**src/rtl/oam_dma_ctrl.sv**
```systemverilog
// oam_dma_ctrl: NES sprite DMA sequencer and CPU/DMA address bus arbiter.
// A CPU write to DMA_REG_ADDR halts the CPU and then copies OAM_BYTES bytes
// from CPU page XX00.. into PPU OAM, using alternating read/write cycles.
// Optional feature macro: OAM_DMA_ALIGN_EN. When it is defined, one extra
// ALIGN cycle is inserted whenever the HALT cycle falls on odd parity, which
// matches 2A03 timing. When it is undefined, every transfer takes 1 + 2*OAM_BYTES cycles.
module oam_dma_ctrl #(
  parameter logic [15:0] DMA_REG_ADDR = 16'h4014,
  parameter int          OAM_BYTES    = 256
) (
  input  logic        clk,
  input  logic        reset,
  input  logic [15:0] cpu_addr,
  input  logic        cpu_we,
  input  logic [7:0]  cpu_wdata,
  output logic        cpu_rdy,
  output logic [15:0] mem_addr,
  output logic        mem_we,
  output logic [7:0]  mem_wdata,
  input  logic [7:0]  mem_rdata,
  output logic        oam_we,
  output logic [7:0]  oam_addr,
  output logic [7:0]  oam_wdata,
  output logic        dma_active
);

  localparam logic [7:0] LAST_IDX = 8'(OAM_BYTES - 1);

`ifdef OAM_DMA_ALIGN_EN
  typedef enum logic [2:0] {IDLE, HALT, ALIGN, READ, WRITE} state_t;
`else
  typedef enum logic [2:0] {IDLE, HALT, READ, WRITE} state_t;
`endif

  state_t     state_reg, state_next;
  logic [7:0] page_reg, page_next;
  logic [7:0] idx_reg, idx_next;
  logic       parity_reg;
  logic       active_reg;

`ifndef OAM_DMA_ALIGN_EN
  // Parity is kept as a debug tap even when nothing in the datapath consumes it.
  logic       parity_dbg_unused;
  assign parity_dbg_unused = parity_reg;
`endif

  // Halt/ownership flags are registered from the next state, so they switch
  // on the same edge that enters or leaves IDLE.
  assign dma_active = active_reg;
  assign cpu_rdy    = ~active_reg;

  // State, page/index and parity registers; reset aborts any transfer at once.
  always_ff @(posedge clk) begin
    if (reset) begin
      state_reg  <= IDLE;
      page_reg   <= 8'h00;
      idx_reg    <= 8'h00;
      parity_reg <= 1'b0;
      active_reg <= 1'b0;
    end else begin
      state_reg  <= state_next;
      page_reg   <= page_next;
      idx_reg    <= idx_next;
      parity_reg <= ~parity_reg;
      active_reg <= (state_next != IDLE);
    end
  end

  // Next-state logic, bus arbitration and the OAM write port.
  always_comb begin
    state_next = state_reg;
    page_next  = page_reg;
    idx_next   = idx_reg;
    mem_addr   = {page_reg, idx_reg};
    mem_we     = 1'b0;
    mem_wdata  = 8'h00;
    oam_we     = 1'b0;
    oam_addr   = 8'h00;
    oam_wdata  = 8'h00;
    case (state_reg)
      IDLE: begin
        // CPU owns the bus; the trigger write itself also reaches the mapper.
        mem_addr  = cpu_addr;
        mem_we    = cpu_we;
        mem_wdata = cpu_wdata;
        if (cpu_we && (cpu_addr == DMA_REG_ADDR)) begin
          page_next  = cpu_wdata;
          idx_next   = 8'h00;
          state_next = HALT;
        end
      end
      HALT: begin
`ifdef OAM_DMA_ALIGN_EN
        state_next = parity_reg ? ALIGN : READ;
`else
        state_next = READ;
`endif
      end
`ifdef OAM_DMA_ALIGN_EN
      ALIGN: begin
        state_next = READ;
      end
`endif
      READ: begin
        state_next = WRITE;
      end
      WRITE: begin
        // mem_rdata now holds the byte addressed during the preceding READ.
        oam_we    = 1'b1;
        oam_addr  = idx_reg;
        oam_wdata = mem_rdata;
        if (idx_reg == LAST_IDX) begin
          state_next = IDLE;
        end else begin
          idx_next   = idx_reg + 8'd1;
          state_next = READ;
        end
      end
      default: begin
        state_next = IDLE;
      end
    endcase
  end

endmodule

```
**config.mk**
```make
export PLATFORM = sky130hd
export DESIGN_NAME = oam_dma_ctrl
export DESIGN_NICKNAME = d
export VERILOG_FILES = /design/src/rtl/oam_dma_ctrl.sv
export SDC_FILE = /design/constraint.sdc
export NUM_CORES = 1
export LEC_CHECK = 0
export CORE_MARGIN = 2
export CORE_UTILIZATION = 34
export CTS_CLUSTER_DIAMETER = 120
export DETAILED_ROUTE_END_ITERATION = 10
export GPL_ROUTABILITY_DRIVEN = 1
export PLACE_DENSITY_LB_ADDON = 0.08
export SLEW_MARGIN = 10
export SYNTH_ARGS = -nofsm -noshare
export SYNTH_HDL_FRONTEND = slang
export SYNTH_SLANG_ARGS = --single-unit
```
**constraint.sdc**
```tcl
create_clock -name clk -period 2.2 [get_ports clk]
set_clock_uncertainty 0.2 [all_clocks]
set_input_delay 0.33 -clock clk [delete_from_list [all_inputs] [get_ports clk]]
set_output_delay 0.33 -clock clk [all_outputs]
set_load 0.1 [all_outputs]
```
==> results of run 1 <==
worst register-to-register path, stage by stage (launching register included):
cell and delay (ns):
dfxtp_1 0.43, ha_1 0.23, nand3_1 0.25, o21ai_1 0.32, o21ai_1 0.17, a311oi_1 0.26
synthesized netlist by cell type, drive strengths merged (3+ instances only):
library cell / number
and2: 27
dfxtp: 20
mux2: 16
a21oi: 12
o21ai: 12
nand4: 11
clkbuf: 9
nor2: 6
nor3: 5
nand2: 4
nand3: 3
nor4b: 3
o211ai: 3
xor2: 3
layout make-up:
cell class / count / area, um^2
fillers: 278 / 1090
repair buffers: 92 / 1350
clock inverters: 1 / 30.0
clock buffers: 3 / 41.3
flip-flops and latches: 20 / 404
inverters: 2 / 10.0
multi-input cells: 127 / 955
well taps: 50 / 62.6
what timing repair did:
item	in CTS	in global routing
setup buffers	0	2
endpoints found under the setup margin	1	32
cloned	0	1
pin swaps	0	1
endpoints found under the hold margin	0	0
gates resized for setup	1	5
power by group:
group / total [W] / leakage [nW] / internal (W) / switching (W)
sequential: 0.000365 / 0.162 / 0.000363 / 0.00000210
combinational: 0.000446 / 0.883 / 0.000191 / 0.000256
clock: 0.000378 / 0.0357 / 0.000243 / 0.000135
total: 0.00119 / 1.08 / 0.000797 / 0.000393
worst max path at each step:
stage	from	depth (start not counted)	endpoint
finish	state_reg[1]	4	mem_addr[11]
global route	state_reg[1]	4	mem_addr[11]
CTS	state_reg[1]	4	mem_addr[11]
detailed placement	cpu_addr[0]	6	idx_reg[5]
global placement	cpu_we	6	idx_reg[5]
floorplan	state_reg[0]	4	oam_addr[0]
per-layer routing:
metal	part of all wire (%)	GRT usage, %	routed length (um)	vias up
met5	0	0	0	-
met4	1.6	4.85	75	0
met1	37	23.6	1770	739
met3	6.1	3.50	291	8
met2	55	41.9	2610	77
li1	-	-	-	759
stage by stage:
stage / worst slack [ns] / cells / hold WS (ns) / TNS, ns / power, W
2_1_floorplan: -0.107 / 160 / 0.247 / -0.967 / 0.000606
4_1_cts: 0.0155 / 292 / 0.285 / 0 / 0.00118
3_5_place_dp: -0.0643 / 288 / 0.271 / -0.233 / 0.000811
3_3_place_gp: 0.0302 / 288 / 0.269 / 0 / 0.000808
6_report: 0.0133 / 295 / 0.283 / 0 / 0.00119
5_1_grt: -0.0298 / 295 / 0.304 / -0.288 / 0.00122
cells by family (layout without fill, tap and decap cells):
logic type	Yosys count	count (layout)	share of synthesized area (%)
xor+xnor	3	3	1.90
fa+ha+maj	1	1	0.906
compound gates	35	35	15.1
other cells	1	1	0.272
simple gates	70	70	35.1
flops	20	20	29.0
mux	17	17	13.8
buf+inv	13	98	3.90
==> impl_metrics.env, run 1 <==
export IMPL_critPathSlowestCell="dfxtp_2"
export IMPL_cp_max_fo=13
export IMPL_postPlaceCellArea_mm2=0.00273
export IMPL_worstHoldEndpoint="page_reg[2]"
export IMPL_layout_commonest_cell="buf_12"
export IMPL_grt_pass1_vias=1583
export IMPL_ios=79
export IMPL_cts_sinks=20
export IMPL_grt_start_max_net_pins=30
export IMPL_dieArea_mm2=0.00458
export IMPL_reg2reg_depth=5
export IMPL_rsz0062_at_grt="yes"
export IMPL_crit_top_cell="buf_12"
export IMPL_r2r_setup_slack_ns=0.25
export IMPL_drt_total_wl_um=4750
export IMPL_die_h_um=67.7
export IMPL_yosys_warnings=0
export IMPL_timing_rr_start="idx_reg[0]"
export IMPL_core_area_mm2=0.00394
export IMPL_cap_violations=0
export IMPL_clock_path_buffers=2
export IMPL_post_route_period_util_pct=99.4
export IMPL_vias=1583
export IMPL_synth_avg_cell_area_um2=8.63
export IMPL_hold_buffers=0
export IMPL_start_kind="flop"
export IMPL_final_area_mm2=0.00285
export IMPL_grt_overflow=0
export IMPL_whs_path_depth=2
export IMPL_track_usage_pct=21.4
export IMPL_synth_nets=196
export IMPL_max_freq_mhz=457
export IMPL_hold_viol=0
export IMPL_fin_crit_ns=2.19
export IMPL_worst_path_buf_inv=2
export IMPL_rows=23
export IMPL_synth_area_top_cells="dfxtp_1 (29%), mux2_2 (13%), and2_1 (12%)"
export IMPL_clock_latency_ns=0.26
export IMPL_tritoncts="yes"
export IMPL_hp_start="page_reg[2]"
export IMPL_layout_nets=282
export IMPL_endpoint_kind="primary output"
export IMPL_r2r_end="idx_reg[5]"
export IMPL_via_per_inst=5.37
export IMPL_report_final_slew_viol_count=0
export IMPL_power_leakage_nw=1.08
export IMPL_hp_class="flop to flop"
export IMPL_drtAntennaViolNets=0
export IMPL_synthArstFlopShare_pct=0
export IMPL_fin_util_pct=72.3
export IMPL_power_per_cell_area_mw_per_mm2=417
export IMPL_path_cells="nor3_4 -> buf_12 -> mux2_2 -> buf_12"
export IMPL_wl_per_cell_um=16.1
export IMPL_fp_dieW_um=67.7
export IMPL_cp_arrival_ns=1.66
export IMPL_critical_path_max_stage_delay_ns=0.37
export IMPL_firstDrtPassIters=4
export IMPL_synth_edff_count=0
export IMPL_drcViolationCount=0
export IMPL_path_class="flop to primary output"
export IMPL_start_util_pct=35.0
export IMPL_yosysTopAreaCell="dfxtp_1"
export IMPL_clk_pin_slew_worst_paths_ns=0.09
export IMPL_drt_iter0_markers=99
export IMPL_ys_dominant_reg_cell="dfxtp_1"
export IMPL_antenna_found_initial=0
export IMPL_yosys_cell_types_count=38
export IMPL_setup_violations=0
export IMPL_port_buffers=78
export IMPL_mostFrequentLayoutCells="buf_12 (44), clkdlybuf4s50_1 (34), and2_2 (18), dfxtp_1 (17), mux2_2 (16)"
export IMPL_worstPathRequired_ns=1.67
export IMPL_cts_root_buf="clkbuf_8"
export IMPL_ys_seq_area_share_pct=29.0
export IMPL_critPathTopFamily="flip-flops"
export IMPL_run_status="completed"
export IMPL_htree_levels=1
export IMPL_ys_seq_elements=20
export IMPL_synthCells=160
export IMPL_drive_above_1_share_pct=43.7
export IMPL_syn2layout_area_growth_pct=107
export IMPL_dp_hpwl_um=3760
export IMPL_irDropWorstVdd_mv=0.329
export IMPL_cts_buffers=3
export IMPL_synth_top_area_share_pct=29.0
export IMPL_synth_cell_area_mm2=0.00138
export IMPL_diodes=0
export IMPL_finalWeightedCongestion=0.792
export IMPL_grt_pass1_wl_um=7510
Power figures use the tool's default switching activity.
==> run 2: changes to the inputs <==
Settings changed: TNS_END_PERCENT set to 1.
==> impl_metrics.env, run 2 (synthesized netlist as in run 1, its figures left out) <==
export IMPL_layout_nets=280
export IMPL_endpoint_kind="primary output"
export IMPL_grt_start_max_net_pins=24
export IMPL_track_usage_pct=21.9
export IMPL_layout_commonest_cell="buf_12"
export IMPL_drt_total_wl_um=4670
export IMPL_power_leakage_nw=1.07
export IMPL_syn2layout_area_growth_pct=104
export IMPL_clock_path_buffers=2
export IMPL_worst_path_buf_inv=3
export IMPL_report_final_slew_viol_count=0
export IMPL_hold_worst_slack_ns=0.283
export IMPL_start_kind="flop"
export IMPL_start_util_pct=35.0
export IMPL_violations="setup timing"
export IMPL_htree_levels=1
export IMPL_mostFrequentLayoutCells="buf_12 (43), clkdlybuf4s50_1 (34), dfxtp_1 (18), mux2_2 (16), and2_1 (16)"
export IMPL_grt_overflow=0
export IMPL_cap_violations=0
export IMPL_max_freq_mhz=451
export IMPL_path_class="flop to primary output"
export IMPL_grt_pass1_wl_um=7560
export IMPL_fp_dieW_um=67.7
export IMPL_whs_path_depth=2
export IMPL_rsz0062_at_grt="yes"
export IMPL_place_ws_ns=-0.0620
export IMPL_dp_hpwl_um=3500
export IMPL_core_area_mm2=0.00394
export IMPL_cts_sinks=20
export IMPL_tritoncts="yes"
export IMPL_finalWeightedCongestion=0.807
export IMPL_drt_iter0_markers=45
export IMPL_clk_pin_slew_worst_paths_ns=0.07
export IMPL_fin_crit_ns=2.22
export IMPL_grt_pass1_vias=1559
export IMPL_diodes=0
export IMPL_via_per_inst=5.44
export IMPL_irDropWorstVdd_mv=0.229
export IMPL_die_h_um=67.7
export IMPL_clock_latency_ns=0.26
export IMPL_firstDrtPassIters=4
export IMPL_worstPathRequired_ns=1.67
export IMPL_power_per_cell_area_mw_per_mm2=378
export IMPL_post_route_period_util_pct=101
export IMPL_crit_top_cell="buf_12"
export IMPL_drcViolationCount=0
export IMPL_drive_above_1_share_pct=39.7
export IMPL_setup_tns_ns=-0.0812
export IMPL_dieArea_mm2=0.00458
export IMPL_critPathTopFamily="buffers and inverters"
export IMPL_cp_arrival_ns=1.69
export IMPL_vias=1588
export IMPL_fin_ws_ns=-0.0152
export IMPL_hold_viol=0
export IMPL_wl_per_cell_um=16.0
export IMPL_setup_violations=10
export IMPL_reg2reg_depth=5
export IMPL_port_buffers=78
export IMPL_cp_max_fo=8
export IMPL_cts_root_buf="clkbuf_8"
export IMPL_antenna_found_initial=0
export IMPL_ios=79
export IMPL_total_power_w=0.00106
export IMPL_rows=23
export IMPL_run_status="finished with violations"
export IMPL_cts_buffers=3
export IMPL_critical_path_max_stage_delay_ns=0.36
export IMPL_path_cells="nor3_4 -> buf_4 -> buf_12 -> mux2_2 -> buf_12"
export IMPL_path_depth=5
export IMPL_drtAntennaViolNets=0
export IMPL_hp_class="flop to flop"
export IMPL_critPathSlowestCell="dfxtp_2"
[run 2: cell types whose count changed in the layout (fill, tap and decap cells not counted), moves of 2 or more]
cell / previous run / this run
bufbuf_16: 0 / 2
and2_4: 0 / 2
and2_2: 18 / 9
and2_1: 9 / 16
[run 2: through the flow]
stage | cells | cell area, um^2 | utilization (%)
after floorplan | 160 | 1390 | -
after global placement | 285 | 2680 | 68.0
after detailed placement | 285 | 2680 | 68.0
after CTS | 292 | 2810 | 71.2
after global routing | 292 | 2810 | 71.3
final | 292 | 2810 | 71.3
[run 2: final cells by class]
class	instances	area, um^2
tap	50	62.6
multi-input combinational	127	948
sequential	20	403
fill	282	1130
timing repair buffer	90	1350
inverter	2	7.51
clock buffer	3	41.3
[run 2: final timing paths]
kind	start	slack, ns	end
setup / recovery	state_reg[0]	-0.02	mem_addr[15]
hold reg to reg	page_reg[5]	0.28	page_reg[5]
hold / removal	page_reg[5]	0.28	page_reg[5]
setup reg to reg	idx_reg[0]	0.36	idx_reg[5]
[run 2: power breakdown]
part	switching [W]	total (W)	internal, W
registers	0.00000182	0.000365	0.000363
logic	0.000257	0.000455	0.000198
clock network	0.000120	0.000242	0.000122
total	0.000379	0.00106	0.000683
[run 2: per-layer routing]
metal	up-vias	track usage [%]	wire length, um
li1	754	-	-
met1	743	24.7	1750
met2	81	39.5	2420
met3	10	5.67	410
met4	0	7.65	86
met5	-	0	0
[run 2: tightest hold or removal path, cell delays in order, from the launching register on]
cell	delay, ns
dfxtp_1	0.31
o21ai_1	0.07
a21oi_1	0.06
[run 2: what timing repair did]
item	CTS	global route
gates cloned	2	0
endpoints found under the setup margin	13	22
pin swaps	1	0
hold buffers	0	0
gates resized for setup	2	2
setup buffers	2	0
==> run 3: changes to the inputs <==
Settings changed: CTS_CLUSTER_DIAMETER 120 to not set.
==> results of run 3 <==
Same layout as run 2: the final DEF is identical, and so are final timing and power.
==> RTL change, RTL diff (settings of run 2) <==
Add a define of `OAM_DMA_ALIGN_EN`.
--- a/src/rtl/oam_dma_ctrl.sv
+++ b/src/rtl/oam_dma_ctrl.sv
@@ -6,2 +6,4 @@
 // matches 2A03 timing. When it is undefined, every transfer takes 1 + 2*OAM_BYTES cycles.
+`define OAM_DMA_ALIGN_EN
+
 module oam_dma_ctrl #(
Formal check against the unedited RTL: not equivalent (Yosys sat finds a counterexample within 4 cycles, from zero or initial values and one cycle with reset high).
==> RTL change against run 2 <==
Cell area is 1.9% lower. Worst setup slack better by 0.062 ns. Synthesized area is 0.73% higher. Largest cell class unchanged. Register-to-register slack better by 0.04 ns. Via count is 6.3% lower. Global-route usage is 1.7 points lower. Power is 41% higher. Sequential cell count is 1 higher. Synthesized cell count is 1.3% lower. Wire length is 7.9% lower.
==> RTL change: results (changes against run 2) <==
DP Area=2680 um^2 (about the same); Placer Congestion=0.776 (was 0.807); crit path max-delay cell type=mux2_2 (was dfxtp_2); ranking of synthesized cells by area=dfxtp_1 30%, mux2_2 13%, and2_1 11%, a21oi_1 5.4%, nand3_1 3.2% (was dfxtp_1 29%, mux2_2 13%, and2_1 12%, nand4_1 5.0%, a21oi_1 4.4%); first-pass iteration count of the detailed router=4 (unchanged); Hold Crit Depth=1 (was 2); Finished Layout Cells=288 (was 292); final setup vio count=0 (was 10); Worst Hold Path EP=parity_reg (was page_reg[5]); synth cell count leaders=24 x and2_1, 21 x dfxtp_1, 16 x mux2_2, 15 x a21oi_1 (was 27 x and2_1, 20 x dfxtp_1, 16 x mux2_2, 12 x a21oi_1, 11 x nand4_1); Syn Area/Cell=8.80 um^2 (was 8.63 um^2); Hold WS=0.221 ns (was 0.283 ns); sequential share of the synthesized area=30.2% (was 29.0%); R2R Setup Slk=0.40 ns (was 0.36 ns); Iter 0 DRT Violations=105 (was 45); Critical R2R Capture=idx_reg[6] (was idx_reg[5]); Post-Synth Adder-Cell Area=0.900% (was 0.907%); crit path DAT=1.62 ns (was 1.69 ns); clock root cell=clkbuf_8 (unchanged); Compound-Gate Fraction of Synth Area=15.2% (was 15.1%); Post-Synth XOR/XNOR Area=3.15% (was 1.90%); reg-to-reg startpoint=idx_reg[0] (unchanged); DR vias=1488 (was 1588); mux cell area share after synthesis=13.0% (was 13.8%); fillers=300 (was 282); syn_nets=194 (was 196); DP HPWL=3410 um (was 3500 um); first-pass GRT wire length=7200 um (was 7560 um); CP top delay family=multiplexers (was buffers and inverters); GRT Total Usage=20.2% (was 21.9%); Post-Place Worst Slack=-0.0971 ns (was -0.0620 ns); VDD IR max=391 uV (was 229 uV); worst hold path startpoint=parity_reg (was page_reg[5]); Switch Pwr=0.667 mW (was 0.379 mW); CP max FO=25 (was 8); largest net degree at the start of global routing=26 (was 24); WL/cell=14.9 um (was 16.0 um); Max Root-Sink Buffers=2 (unchanged); share of cells above drive strength 1=39.9% (was 39.7%); CP max stage delay=0.39 ns (was 0.36 ns); leakage power=1.04 nW (was 1.07 nW); dpl cells=283 (was 285); final core occ=69.5% (was 71.3%); status=finished clean (was finished with violations); Cell variety after synth=38 (unchanged)
==> RTL change: changes by cell type after synthesis, sizes merged, moves of 3 or more <==
cell | before | now
a21oi | 12 | 15
nand2b | 2 | 5
clkbuf | 9 | 5
nor2 | 6 | 3
nand4 | 11 | 6
xnor2 | 0 | 3
nand3 | 3 | 9
buf | 2 | 7
and2 | 27 | 24
==> RTL change: what timing repair did <==
action | CTS | global route
gates resized for setup | 2 | 6
gates cloned | 0 | 0
setup buffers | 1 | 0
setup endpoints to repair | 19 | 17
==> RTL change: final cells by class <==
type | instances | area share, %
clock buffer | 4 | 1.63
inverter | 3 | 0.590
multi-input combinational | 122 | 33.0
sequential | 21 | 15.6
tap | 50 | 2.27
timing repair buffer | 88 | 47.0
==> RTL change: worst max-delay path by stage <==
stage / start / end / slack, ns / cells after the start
floorplan: state_reg[1] / mem_wdata[0] / -0.005 / 4
global placement: cpu_addr[13] / page_reg[6] / -0.02 / 7
detailed placement: cpu_addr[14] / page_reg[2] / -0.1 / 7
CTS: state_reg[2] / mem_addr[10] / 0.003 / 4
global route: state_reg[2] / mem_addr[2] / -0.003 / 4
finish: state_reg[2] / mem_addr[6] / 0.05 / 4
==> RTL change: power groups by stage <==
stage / logic [mW] / registers [mW] / clock network, mW
after CTS: 0.849 / 0.393 / 0.258
after floorplan: 0.511 / 0.406 / 0
after global placement: 0.839 / 0.402 / 0
after detailed placement: 0.845 / 0.402 / 0
after global routing: 0.872 / 0.393 / 0.271
final: 0.848 / 0.392 / 0.259
==> RTL change: metal layers <==
| layer | vias to the layer above | track usage [%] | routed length [um] |
|---|---|---|---|
| li1 | 729 | - | - |
| met1 | 693 | 24.7 | 1730 |
| met2 | 62 | 36.9 | 2300 |
| met3 | 4 | 2.63 | 242 |
| met4 | 0 | 5.25 | 40 |
| met5 | - | 0 | 0 |
